### config.mk
export PLATFORM = sky130hd
export DESIGN_NAME = reg_pipeline
export DESIGN_NICKNAME = d
export VERILOG_FILES = /design/src/rtl/reg_pipeline.sv
export SDC_FILE = /design/constraint.sdc
export NUM_CORES = 1
export LEC_CHECK = 0
export CORE_UTILIZATION = 30
export DETAILED_ROUTE_END_ITERATION = 6
export GPL_ROUTABILITY_DRIVEN = 0
export PLACE_DENSITY_LB_ADDON = 0.1
export SLEW_MARGIN = 20
export SYNTH_ARGS = -nofsm -noshare
export SYNTH_HDL_FRONTEND = slang
export SYNTH_SLANG_ARGS = --single-unit
export TNS_END_PERCENT = 100
### constraint.sdc
create_clock -name clk -period 4.1 [get_ports clk]
set_input_delay 0.41 -clock clk [delete_from_list [all_inputs] [get_ports clk]]
set_output_delay 0.41 -clock clk [all_outputs]
set_load 0.1 [all_outputs]
### src/rtl/reg_pipeline.sv
// reg_pipeline: DEPTH-stage valid/ready register pipeline with collapsing
// bubbles, registered occupancy count and synchronous flush.
module reg_pipeline #(
  parameter int unsigned WIDTH = 4,
  parameter int unsigned DEPTH = 3
) (
  input  logic                       clk,
  input  logic                       reset,
  input  logic                       flush,
  input  logic                       in_valid,
  output logic                       in_ready,
  input  logic [WIDTH-1:0]           data,
  output logic                       out_valid,
  input  logic                       out_ready,
  output logic [WIDTH-1:0]           q,
  output logic [$clog2(DEPTH+1)-1:0] count
);

  localparam int unsigned CW = $clog2(DEPTH + 1);

  logic [DEPTH-1:0] v;
  logic [DEPTH-1:0] v_n;
  logic [DEPTH-1:0] load;
  logic [DEPTH:0]   rdy;
  logic [WIDTH-1:0] d [DEPTH];
  logic [CW-1:0]    cnt_n;

  // Stage k is ready when out_ready is high or any stage from k to the end is empty.
  always_comb begin
    logic all_full;
    rdy        = '0;
    all_full   = 1'b1;
    rdy[DEPTH] = out_ready;
    for (int k = DEPTH - 1; k >= 0; k--) begin
      all_full = all_full & v[k];
      rdy[k]   = out_ready | ~all_full;
    end
  end

  assign in_ready = rdy[0] & ~flush;

  // Transfers into each stage, next valid bits and next occupancy; flush wins.
  always_comb begin
    load    = '0;
    v_n     = '0;
    cnt_n   = '0;
    load[0] = in_valid & in_ready;
    for (int k = 1; k < DEPTH; k++) begin
      load[k] = v[k-1] & rdy[k] & ~flush;
    end
    if (!flush) begin
      v_n = load | (v & ~rdy[DEPTH-1:0]);
    end
    for (int k = 0; k < DEPTH; k++) begin
      cnt_n = cnt_n + CW'(v_n[k]);
    end
  end

  // Stage registers: valid bits and count follow v_n, data loads only on transfer.
  always_ff @(posedge clk or negedge reset) begin
    if (!reset) begin
      v     <= '0;
      count <= '0;
      for (int k = 0; k < DEPTH; k++) begin
        d[k] <= '0;
      end
    end else begin
      v     <= v_n;
      count <= cnt_n;
      if (load[0]) begin
        d[0] <= data;
      end
      for (int k = 1; k < DEPTH; k++) begin
        if (load[k]) begin
          d[k] <= d[k-1];
        end
      end
    end
  end

  assign out_valid = v[DEPTH-1];
  assign q         = d[DEPTH-1];

endmodule

==> results of run 1 <==
## cells in the mapped netlist
cell,number
buf_4,4
and4b_4,1
a21oi_1,1
dfrtp_1,17
nor2_1,6
or3b_1,1
and2b_2,1
or3b_4,1
mux2_2,12
a211o_2,1
inv_1,1
fa_1,1
## metal layers
layer  vias to the layer above  global-route usage, %  part of all wire [%]
met2                        14                  14.44                    43
met5                         -                      0                     0
li1                        190                      -                     -
met4                         0                  1.429                     0
met1                       189                  11.99                    50
met3                         0                  5.556                   6.0
## critical path: cells and delay by family
family | cells | cell delay, ns
buf+inv | 2 | 1.60
simple gates | 2 | 0.28
## final timing paths
kind	startpoint	endpoint	slack, ns	depth (start not counted)
worst max-delay path	out_ready	in_ready	1.39	4
worst min-delay path	q[3]$_DFFE_PN0N_	q[3]$_DFFE_PN0N_	0.51	1
worst max register to register	v[2]$_DFF_PN0_	q[0]$_DFFE_PN0N_	2.65	3
worst min register to register	q[3]$_DFFE_PN0N_	q[3]$_DFFE_PN0N_	0.51	1
max in group asynchronous	reset	d[8]$_DFFE_PN0N_	3.07	1
min in group asynchronous	reset	count[0]$_DFF_PN0_	0.56	1
## placed cells by master, fill, tap and decap left out
cell and count:
a211o_2 1, a21oi_1 1, and2b_2 1, and4b_4 1
clkbuf_1 1, clkbuf_4 3, clkdlybuf4s50_1 16, dfrtp_1 17
fa_1 1, inv_1 1, mux2_2 12, nor2_1 6
or3b_1 1, or3b_4 1
## stage by stage
stage	hold WS, ns	util (%)	total power [mW]
floorplan	0.1144	-	0.4265
global placement	0.4888	39.23	0.4596
global route	0.5391	40.43	0.5664
CTS	0.5169	40.43	0.5498
finish	0.5132	40.43	0.5406
detailed placement	0.4934	39.23	0.4611
## registers in the layout, indices dropped and copies added (netlist names)
signal / flops
q: 4
d: 8
v: 3
count: 2
## power by group
part	internal [mW]	switching, mW
combinational	0.0661	0.167
sequential	0.204	0.0176
clock	0.0377	0.0479
## cell families after synthesis
| logic type | synth area share, % |
|---|---|
| compound gates | 2.162 |
| fa+ha+maj | 2.883 |
| buf+inv | 4.865 |
| flops | 61.26 |
| mux | 19.46 |
| simple gates | 9.369 |
## cell type report
cell class                 count  area [sq um]
tap                           28         35.03
multi-input combinational     25         235.2
fill                         206          1305
timing repair buffer          16         160.2
sequential                    17         425.4
clock buffer                   4         26.28
inverter                       1         3.754
==> reports/results.ini, run 1 <==
[clock_network]
clk_pin_slew_ns=0.09
post_cts_buffers=0
clock-root-buffer=clkbuf_4
ctsHoldBuffers=0
cts.sinks=17
cts_tree=yes
cts_resized=0
cts_max_path_buffers=2
clock_latency_ns=0.28
htree_levels=1
cts_made_buffers=3

[critical_path]
required_ns=3.69
crit_arrival_ns=2.30
crit_fanout=3
startpoint_type=primary input
crit_top_cell=clkdlybuf4s50_1
crit_chain=clkdlybuf4s50_1, and4b_4, nor2_1, clkdlybuf4s50_1
critical_path.max_stage_delay_ns=1.13
cpMaxStageDelayCell=clkdlybuf4s50_1
crit_path_end_kind=primary output
worstSetupPathType=primary input to primary output

[floorplanning]
core_sq_mm=0.002191
fp.dieH_um=50.11
die_w_um=50.11
dieArea_sq_mm=0.002511
rows=17
io_pins=17
initial_core_util_pct=31.70

[layout]
stdcell_area_sq_um=885.9
syn2layout_area_growth_pct=27.57
drive_gt1_share_pct=30.16
final_cells=91
antenna_cells=0
layout.nets=74

[placement]
preCtsSetupSlack_ns=1.376
dp_cells=87
place_area_sq_um=859.6
portBuffers=16
place.detailed.hpwl_um=781.5

[synthesis]
syn_nets=57
synth_area_sq_um=694.4
synthCells=47
ys.warnings.count=0
synth_area_leaders=dfrtp_1 (61%), mux2_2 (19%), buf_4 (4.3%)
yosysTopAreaCell=dfrtp_1
ys_seq_area_share_pct=61.26
synth_seq_cells=17
synth.avg_cell_area_sq_um=14.77
yosysTopAreaCellShare_pct=61.26
yosysUniqueCellTypes=12

[sta]
fin_crit_ns=2.712
fin_crit_sh_pct=66.15
hold_violations=0
rsz0062_at_grt=no
final.setup.worst_slack_ns=1.388
fmax_mhz=368.7
skew_ns=0.005150
slew_viol_final=0
tns_ns=0
maxSlewHeadroom_pct=35.30
worst_slew_pin_slew_ns=0.9675
setup_viol=0

[global_route]
track_usage_pct=9.592
grt_pass1_vias=385
grt_pass1_wl_um=1738
antenna_found_initial=0
grt_overflow=0
grt_max_degree=18

[detailed_routing]
drt_wl_total_um=996
drc=0
dr.pass1.iters=3
vias=393
ant_nets=0
avgRoutedWirePerCell_um=10.95
viasPerCell=4.319
drt_iter0_drc=2

[run_status]
status=finished clean

[hold_path]
hp-class=register to register

[pwr]
powerDensity_mw_per_mm2=610.2
p_leak_nw=0.3810
ir_drop_mv=0.3989

[flow_run]
maxCapViolCount=0

(Power assumes the default switching activity.)
==> inputs of run 2 (changes only) <==
- clock period: 4.1 -> 2.8 ns (I/O delays scaled with it)
==> reports/results.ini, run 2 (same netlist as run 1, synthesis figures left out) <==
[detailed_routing]
viasPerCell=4.451  ; +3.1%
vias=405  ; +3.1%
avgRoutedWirePerCell_um=11.66  ; +6.5%
ant_nets=0  ; unchanged
drc=0  ; unchanged
drt_wl_total_um=1061  ; +6.5%
dr.pass1.iters=2  ; -1
drt_iter0_drc=2  ; unchanged

[layout]
largest_register_ff_count=8  ; unchanged
stdcell_area_sq_um=867.1  ; -2.1%
layout.nets=74  ; unchanged
final_cells=91  ; unchanged
drive_gt1_share_pct=44.44  ; +14 points
final_common_cell=dfrtp_1
layout_common_cells=dfrtp_1 (17), mux2_2 (12), clkdlybuf4s50_1 (8), buf_4 (8), nor2_1 (6)
antenna_cells=0  ; unchanged
syn2layout_area_growth_pct=24.86
top_register=d

[pwr]
powerDensity_mw_per_mm2=908.7  ; +49%
ir_drop_mv=0.6022  ; +51%
switching_power_uw=350.1  ; +50%
p_total_uw=788.0  ; +46%
pwr-share-seq_pct=41.3  ; +0.3 points
p_leak_nw=0.3943  ; +3.5%
switching_share_pct=44.43  ; +1.3 points
combPwrFrac_pct=42.0  ; -1.2 points
internal_power_uw=437.9  ; +42%
p_clk_share_pct=16.7  ; +0.9 points

[sta]
maxSlewHeadroom_pct=49.00  ; +14 points
setup_viol=0  ; unchanged
fin_crit_sh_pct=57.59
worst_slew_pin_slew_ns=0.7627  ; -0.2049 ns
holdWs_ns=0.4253  ; -0.08784 ns
hold_violations=0  ; unchanged
rsz0062_at_grt=no
slew_viol_final=0  ; unchanged
skew_ns=0.006450  ; +0.001299 ns
fmax_mhz=620.1
tns_ns=0  ; unchanged
fin_crit_ns=1.613

[clock_network]
post_cts_buffers=0  ; unchanged
clock_latency_ns=0.29  ; about the same
ctsHoldBuffers=0  ; unchanged
cts_max_path_buffers=2  ; unchanged
cts_resized=0  ; unchanged
cts_made_buffers=3  ; unchanged
cts.sinks=17  ; unchanged
clock-root-buffer=clkbuf_4
cts_tree=yes
htree_levels=1  ; unchanged
clk_pin_slew_ns=0.10  ; about the same

[critical_path]
crit_arrival_ns=1.33  ; -0.97 ns
crit_path_end_kind=primary output
critical_path.max_stage_delay_ns=0.43  ; -0.70 ns
crit_fanout=5  ; +2
crit_chain=and4b_4, nor2_1, buf_4
required_ns=2.52  ; -1.17 ns
worstSetupPathType=register to primary output
startpoint_type=register
cpMaxStageDelayCell=dfrtp_1

[flow_run]
maxCapViolCount=0  ; unchanged

[floorplanning]
initial_core_util_pct=31.70  ; unchanged
core_sq_mm=0.002191  ; unchanged
io_pins=17  ; unchanged
rows=17  ; unchanged
fp.dieH_um=50.11  ; unchanged
dieArea_sq_mm=0.002511  ; unchanged
die_w_um=50.11  ; unchanged

[global_route]
grt_max_degree=18  ; unchanged
track_usage_pct=10.54  ; +0.95 points
antenna_found_initial=0  ; unchanged
grt_pass1_wl_um=1856  ; +6.8%
grt_overflow=0  ; unchanged
grt_pass1_vias=416  ; +8.1%

[placement]
place_area_sq_um=839.6  ; -2.3%
dp_cells=87  ; unchanged
portBuffers=16  ; unchanged
place.detailed.hpwl_um=809.7  ; +3.6%

[hold_path]
hp-class=primary input to asynchronous set/reset pin

[run_status]
status=finished clean

==> run 2: changes by cell type in the layout (fill, tap and decap cells not counted), sizes merged <==
cell,delta
buf,+8
clkdlybuf4s50,-8
clkbuf,-1
clkinv,+1
==> run 2: metal layers <==
layer  part of all wire, %  wire length (um)  GRT usage [%]  vias to the layer above
met3                   5.6                59          3.704                        2
met5                     0                 0              0                        -
li1                      -                 -              -                      192
met2                    44               471          15.56                       14
met1                    49               518          12.69                      197
met4                   1.0                11          7.143                        0
==> run 2: cell type report <==
cell class,count,area (sq um)
clock buffers,3,22.52
clock inverters,1,5.005
fillers,219,1324
inverters,1,3.754
multi-input cells,25,235.2
flip-flops and latches,17,425.4
well taps,28,35.03
repair buffers,16,140.1
==> run 2: power groups by stage <==
stage                     combinational [mW]  sequential, mW  clock [mW]
after floorplan                        0.283           0.342           0
after global placement                 0.334           0.331           0
after detailed placement               0.334           0.332           0
after CTS                              0.334           0.326       0.140
after global routing                   0.343           0.334       0.151
final                                  0.331           0.325       0.132
==> run 2: final timing paths <==
kind                                   from                to  slack [ns]  depth (start not counted)
max in group asynchronous             reset  d[9]$_DFFE_PN0N_        1.90                          1
min                                   reset    v[1]$_DFF_PN0_        0.43                          1
max reg2reg                  v[2]$_DFF_PN0_  q[1]$_DFFE_PN0N_        1.34                          3
min in group clk           d[7]$_DFFE_PN0N_  q[3]$_DFFE_PN0N_        0.51                          1
max                          v[1]$_DFF_PN0_          in_ready        1.19                          3
min reg2reg                d[7]$_DFFE_PN0N_  q[3]$_DFFE_PN0N_        0.51                          1
==> run 2: worst max-delay path: cells and delay by family (launching register included) <==
family	cells	cell delay (ns)
and+or+nand+nor	2	0.31
DFF	1	0.43
buffers and inverters	1	0.29
==> run 2: per-stage QoR <==
step	worst slack (ns)	utilization (%)
after global routing	1.122	39.58
after CTS	1.180	39.58
after global placement	0.9624	38.32
after detailed placement	0.9655	38.32
after floorplan	0.1497	-
final	1.187	39.58
